$ cat src/rtl/fpu_pkg.sv
// rtl/fpu_pkg.sv - shared FPU operand classes, rounding modes and binary32 constants
package fpu_pkg;

    typedef enum logic [2:0] {
        FP_NORMAL  = 3'd0,
        FP_ZERO    = 3'd1,
        FP_INF     = 3'd2,
        FP_NAN     = 3'd3,
        FP_INVALID = 3'd4
    } fp_class_t;

    typedef enum logic [1:0] {
        RM_RNE = 2'd0,
        RM_RTZ = 2'd1,
        RM_RUP = 2'd2,
        RM_RDN = 2'd3
    } rmode_t;

    localparam int          BIAS       = 127;
    localparam int          EXP_MAX    = 255;
    localparam logic [31:0] QNAN       = 32'h7FC00000;
    localparam logic [31:0] POS_INF    = 32'h7F800000;
    localparam logic [31:0] MAX_FINITE = 32'h7F7FFFFF;

    // out_flags = {invalid, overflow, underflow, inexact}
    localparam int FLAG_INVALID   = 3;
    localparam int FLAG_OVERFLOW  = 2;
    localparam int FLAG_UNDERFLOW = 1;
    localparam int FLAG_INEXACT   = 0;

endpackage

$ cat src/rtl/fp_round_decide.sv
// rtl/fp_round_decide.sv - rounding increment and inexact decision for one significand
module fp_round_decide
    import fpu_pkg::*;
(
    input  logic       lsb,
    input  logic       rnd,
    input  logic       sticky,
    input  logic       sign,
    input  logic [1:0] rmode,
    output logic       incr,
    output logic       inexact
);

    always_comb begin
        incr = 1'b0;
        case (rmode_t'(rmode))
            RM_RNE:  incr = rnd & (sticky | lsb);
            RM_RTZ:  incr = 1'b0;
            RM_RUP:  incr = (rnd | sticky) & ~sign;
            RM_RDN:  incr = (rnd | sticky) & sign;
            default: incr = 1'b0;
        endcase
    end

    assign inexact = rnd | sticky;

endmodule

$ cat src/rtl/fp_mult_normalizer.sv
// rtl/fp_mult_normalizer.sv - 2-stage normalise/round/special-case back end of the fp32 multiplier
// Optional FP_NORM_RMODE_EN adds a pipelined rmode input; otherwise round-to-nearest-even.
module fp_mult_normalizer #(
    parameter int          EXP_W  = 10,
    parameter int          PROD_W = 48,
    parameter logic [31:0] QNAN   = 32'h7FC00000
) (
    input  logic                    clk,
    input  logic                    rst,
    input  logic                    in_valid,
    output logic                    in_ready,
    input  logic                    in_sign,
    input  logic signed [EXP_W-1:0] in_exp,
    input  logic [PROD_W-1:0]       in_mant,
    input  logic [2:0]              in_class,
`ifdef FP_NORM_RMODE_EN
    input  logic [1:0]              rmode,
`endif
    output logic                    out_valid,
    input  logic                    out_ready,
    output logic [31:0]             out_result,
    output logic [3:0]              out_flags
);
    import fpu_pkg::*;

    localparam logic signed [EXP_W-1:0] EXP_ONE  = EXP_W'(1);
    localparam logic signed [EXP_W-1:0] EXP_ZERO = '0;
    localparam logic signed [EXP_W-1:0] EXP_OVF  = EXP_W'(EXP_MAX);

    logic s1_valid;
    logic s2_valid;
    logic s1_adv;
    logic s2_adv;

    assign s2_adv    = ~s2_valid | out_ready;
    assign s1_adv    = ~s1_valid | s2_adv;
    assign in_ready  = s1_adv;
    assign out_valid = s2_valid;

    // Stage 1: pick the 23-bit fraction window based on whether the product reached [2,4)
    logic [22:0]             norm_frac;
    logic                    norm_lsb;
    logic                    norm_rnd;
    logic                    norm_sticky;
    logic signed [EXP_W-1:0] norm_exp;

    always_comb begin
        norm_frac   = in_mant[PROD_W-3 -: 23];
        norm_lsb    = in_mant[PROD_W-25];
        norm_rnd    = in_mant[PROD_W-26];
        norm_sticky = |in_mant[PROD_W-27:0];
        norm_exp    = in_exp;
        if (in_mant[PROD_W-1]) begin
            norm_frac   = in_mant[PROD_W-2 -: 23];
            norm_lsb    = in_mant[PROD_W-24];
            norm_rnd    = in_mant[PROD_W-25];
            norm_sticky = |in_mant[PROD_W-26:0];
            norm_exp    = in_exp + EXP_ONE;
        end
    end

    logic                    s1_sign;
    logic [2:0]              s1_class;
    logic [22:0]             s1_frac;
    logic                    s1_lsb;
    logic                    s1_rnd;
    logic                    s1_sticky;
    logic signed [EXP_W-1:0] s1_exp;
`ifdef FP_NORM_RMODE_EN
    logic [1:0]              s1_rmode;
`else
    localparam logic [1:0]   s1_rmode = RM_RNE;
`endif

    // Stage 2: round, range check, class override
    logic                    incr;
    logic                    inexact;
    logic                    carry;
    logic [22:0]             frac_r;
    logic signed [EXP_W-1:0] exp_r;
    logic                    toward_zero;
    logic [31:0]             res_n;
    logic [3:0]              flags_n;

    fp_round_decide u_round_decide (
        .lsb     (s1_lsb),
        .rnd     (s1_rnd),
        .sticky  (s1_sticky),
        .sign    (s1_sign),
        .rmode   (s1_rmode),
        .incr    (incr),
        .inexact (inexact)
    );

    // A carry out of the hidden bit leaves the fraction at zero, so only the exponent moves
    assign {carry, frac_r} = {1'b0, s1_frac} + {23'd0, incr};
    assign exp_r           = s1_exp + {{(EXP_W-1){1'b0}}, carry};

    assign toward_zero = (s1_rmode == RM_RTZ) ||
                         ((s1_rmode == RM_RUP) &&  s1_sign) ||
                         ((s1_rmode == RM_RDN) && !s1_sign);

    always_comb begin
        res_n   = {s1_sign, exp_r[7:0], frac_r};
        flags_n = 4'b0000;
        case (fp_class_t'(s1_class))
            FP_ZERO: res_n = {s1_sign, 31'd0};
            FP_INF:  res_n = {s1_sign, POS_INF[30:0]};
            FP_NAN:  res_n = QNAN;
            FP_INVALID: begin
                res_n                 = QNAN;
                flags_n[FLAG_INVALID] = 1'b1;
            end
            default: begin
                if (exp_r >= EXP_OVF) begin
                    res_n                  = {s1_sign, toward_zero ? MAX_FINITE[30:0] : POS_INF[30:0]};
                    flags_n[FLAG_OVERFLOW] = 1'b1;
                    flags_n[FLAG_INEXACT]  = 1'b1;
                end else if (exp_r <= EXP_ZERO) begin
                    res_n                   = {s1_sign, 31'd0};
                    flags_n[FLAG_UNDERFLOW] = 1'b1;
                    flags_n[FLAG_INEXACT]   = inexact;
                end else begin
                    flags_n[FLAG_INEXACT] = inexact;
                end
            end
        endcase
    end

    always_ff @(posedge clk) begin
        if (rst) begin
            s1_valid   <= 1'b0;
            s2_valid   <= 1'b0;
            out_result <= 32'd0;
            out_flags  <= 4'd0;
        end else begin
            if (s1_adv) begin
                s1_valid <= in_valid;
                if (in_valid) begin
                    s1_sign   <= in_sign;
                    s1_class  <= in_class;
                    s1_frac   <= norm_frac;
                    s1_lsb    <= norm_lsb;
                    s1_rnd    <= norm_rnd;
                    s1_sticky <= norm_sticky;
                    s1_exp    <= norm_exp;
`ifdef FP_NORM_RMODE_EN
                    s1_rmode  <= rmode;
`endif
                end
            end
            if (s2_adv) begin
                s2_valid <= s1_valid;
                if (s1_valid) begin
                    out_result <= res_n;
                    out_flags  <= flags_n;
                end
            end
        end
    end

endmodule

$ cat config.mk
export PLATFORM = sky130hd
export DESIGN_NAME = fp_mult_normalizer
export DESIGN_NICKNAME = d
export VERILOG_FILES = /design/src/rtl/fpu_pkg.sv /design/src/rtl/fp_round_decide.sv /design/src/rtl/fp_mult_normalizer.sv
export SDC_FILE = /design/constraint.sdc
export NUM_CORES = 1
export LEC_CHECK = 0
export BUFFER_PORTS_ARGS = -buffer_cell sky130_fd_sc_hd__buf_2
export CAP_MARGIN = 15
export CORE_AREA = 5 5 128 82
export DETAILED_ROUTE_END_ITERATION = 12
export DIE_AREA = 0 0 133 87
export PLACE_DENSITY = 0.71
export SETUP_SLACK_MARGIN = 0.15
export SYNTH_ARGS = -nofsm -noshare
export SYNTH_HDL_FRONTEND = slang
export SYNTH_HIERARCHICAL = 1
export SYNTH_SLANG_ARGS = --single-unit
export TNS_END_PERCENT = 50
$ cat constraint.sdc
create_clock -name clk -period 5.2 [get_ports clk]
set_input_delay 0.52 -clock clk [delete_from_list [all_inputs] [get_ports clk]]
set_output_delay 0.52 -clock clk [all_outputs]
set_load 0.02 [all_outputs]
==> out/results.txt <==
Outcome: finished, final reports clean
Area of the multi-input gates: 1940 um^2
CTS Hold Bufs: 0
Vias per cell: 5.11
Router iterations before antenna repair: 4
Layout cells sized above 1: 36.0%
Fin. max-slew vios: 0
Hold Path Class: in2reg
Total power draw: 1.54 mW
Setup crit end kind: register
Worst-skew pair later-pin latency: 0.33 ns
Crit share post-route: 82.1%
Achievable frequency: 0.234 GHz
HPWL Detailed: 7060 um
PwrDens: 311 nW/um^2
Deepest clock path buffer count: 2
Synthesized flop and latch total: 77
Fillers: 828
# Post-CTS Setup Buffers: 0
Worst EP required: 5.45 ns
DRC viols: 0
Slew margin rel.: 58.0%
Max-cap viol count: 0
Startpoint types: register
CTS Sinks: 77
Critical Path AT: 4.52 ns
Num ports: 104
GR peak layer: met2
TritonCTS buffer count: 9
First-pass GRT wire length: 14900 um
Worst clock skew: 0.00995 ns
Avg Inst Size Synth: 10.4 um^2
Die area: 11600 um^2
Core ar.: 9350 um^2
Post-CTS Resized: 0
Final hold viol count: 0
GRT met2 Usage: 24.3%
Initial DRC count: 199
Largest net degree at the start of global routing: 40
Min Tclk post-route: 4.27 ns
Final ANT Viol Nets: 0
Area delta synth->final: 23.3%
Met3 GRT Util: 4.04%
Vias: 3122
CTS root buf: clkbuf_16
Synth warn: 6
Antenna violations before repair: 0
Post-Synthesis Cells: 384
Max Fanout on Critical Path: 22
# rows: 28
Final nets: 557
CTS tree: yes
Diodes inserted: 0
Vias in the first global route: 3055
H-tree Lvls: 3
Synth unique cells: 56
Placer Congestion: 0.917
GRT met1 Usage: 22.8%
Post-synthesis sequential area ratio: 48.3%
Die Y: 87 um
FF+latch area: 1930 um^2
Routed len/inst: 14.8 um
RSZ-0062 raised after global routing: no
Die span in x: 133 um
Post-Route WL: 9050 um
Clock transition at path regs: 0.06 ns
I/O Buffers: 103
Fin Setup TNS: 0 ns
Post-Syn Area: 4000 um^2
Slew @ Worst Pin: 0.630 ns
Worst vdd ir: 168 uV
Final setup viols: 0
Initial Util: 42.7%
Global route total overflow: 0
Critical path class: reg2reg
Global Route Usage Sum: 16.1%
Leakage: 1.96 nW
==> sequential cells by signal, summed over array words and instances (netlist names) <==
register    cells
out_flags       4
s1_rnd          1
s1_sign         1
s1_sticky       1
out_valid       1
s1_valid        1
s1_exp         10
s1_frac        23
out_result     32
s1_class        3
==> stage by stage <==
| step | worst slack (ns) | hold WS, ns | util [%] | instances | area [um^2] |
|---|---|---|---|---|---|
| after floorplan | 1.40 | 0.496 | - | 387 | 4010 |
| after global placement | 1.23 | 0.436 | 49.1 | 595 | 4590 |
| after detailed placement | 0.965 | 0.438 | 49.1 | 595 | 4590 |
| after CTS | 0.932 | 0.358 | 52.7 | 611 | 4930 |
| after global routing | 0.622 | 0.358 | 52.7 | 611 | 4930 |
| final | 0.929 | 0.373 | 52.7 | 611 | 4930 |
==> Yosys cell counts (all sizes together) <==
cell type / count / area, um^2
clkbuf: 9 / 35.0
edfxtp: 39 / 1170
buf: 8 / 63.8
nand4b: 1 / 8.76
inv: 10 / 37.5
xnor2: 24 / 210
conb: 1 / 3.75
xor2: 16 / 140
a41oi: 1 / 8.76
mux2: 25 / 282
dfxtp: 38 / 761
nand4: 8 / 71.3
o31a: 1 / 8.76
o211ai: 1 / 7.51
or2: 4 / 25.0
and3b: 1 / 8.76
a21oi: 11 / 55.1
nor3b: 3 / 22.5
o22ai: 2 / 12.5
o21bai: 1 / 7.51
o21a: 3 / 22.5
o31ai: 1 / 7.51
o21ai: 28 / 215
nand2b: 4 / 32.5
nand2: 49 / 186
ha: 5 / 62.6
nor2: 25 / 96.4
or3: 2 / 12.5
a31oi: 2 / 12.5
o221ai: 5 / 43.8
and3: 6 / 37.5
nor2b: 2 / 12.5
a211oi: 4 / 30.0
nor4: 9 / 62.6
and2: 1 / 6.26
nor3: 12 / 65.1
or3b: 1 / 11.3
a22oi: 1 / 7.51
nand3: 13 / 70.1
and4: 4 / 35.0
or2b: 1 / 7.51
nand4bb: 1 / 11.3
a31o: 1 / 8.76
==> power breakdown <==
part | internal [mW] | total [mW] | leakage (nW) | switching [mW]
combinational | 0.0676 | 0.148 | 1.13 | 0.0803
sequential | 0.668 | 0.689 | 0.675 | 0.0213
clock | 0.466 | 0.698 | 0.159 | 0.233
==> worst paths after layout <==
path	from	to	slack [ns]	depth (start not counted)
min	in_class[2]	s1_class[2]$_DFFE_PP_	0.37	1
max	s1_sticky$_DFFE_PP_	out_result[9]$_SDFFE_PP0P_	0.93	16
min reg2reg	out_result[21]$_SDFFE_PP0P_	out_result[21]$_SDFFE_PP0P_	0.45	2
max reg2reg	s1_sticky$_DFFE_PP_	out_result[9]$_SDFFE_PP0P_	0.93	16
==> critical path: stages (launching register included) <==
cell and delay [ns]:
edfxtp_1 0.36, nor3_1 0.07, nor3_2 0.11, ha_1 0.19, and3_1 0.21, nand3_1 0.17, or2_2 0.42, nor3_1 0.32
and3_1 0.21, ha_1 0.22, ha_1 0.29, nand3_2 0.17, o21a_1 0.23, o211ai_1 0.31, nand2b_4 0.09, or3b_4 0.59
o21ai_0 0.22
==> layout by cell type (no fill, tap or decap), types with 5 or more instances in the layout <==
cell,n
nand4_1,6
a21oi_1,11
buf_2,103
nor2_1,24
clkbuf_16,9
mux2_2,25
o21ai_0,8
nand3_1,12
and3_1,6
edfxtp_1,39
xnor2_1,24
o221ai_1,5
ha_1,5
dfxtp_1,38
xor2_1,16
o21ai_2,20
nand2_1,48
inv_1,10
nor3_1,11
nor4_1,8
==> cell type report <==
cell class                      count  area share [%]
Tap cell                          120            3.05
Timing Repair Buffer              105            10.8
Sequential cell                    77            39.2
Clock inverter                      7            2.31
Clock buffer                        9            4.57
Multi-Input combinational cell    283            39.4
Inverter                           10           0.761
==> cell families after synthesis <==
kind of cell	after synthesis	share of synthesized area, %
xor gates and xnor gates	40	8.76
and+or+nand+nor	147	19.6
AOI/OAI and AO/OA	62	11.2
other	1	0.0938
DFF	77	48.3
adders and majority gates	5	1.56
buffers and inverters	27	3.41
muxes	25	7.04
==> per-layer routing <==
metal / share of wire (%) / vias up / routed length [um]
met3: 5.6 / 6 / 504
li1: - / 1590 / -
met1: 49 / 1435 / 4430
met4: 0.73 / 0 / 66
met5: 0 / - / 0
met2: 45 / 91 / 4050
Note: power is estimated with default switching activity, not from simulation.
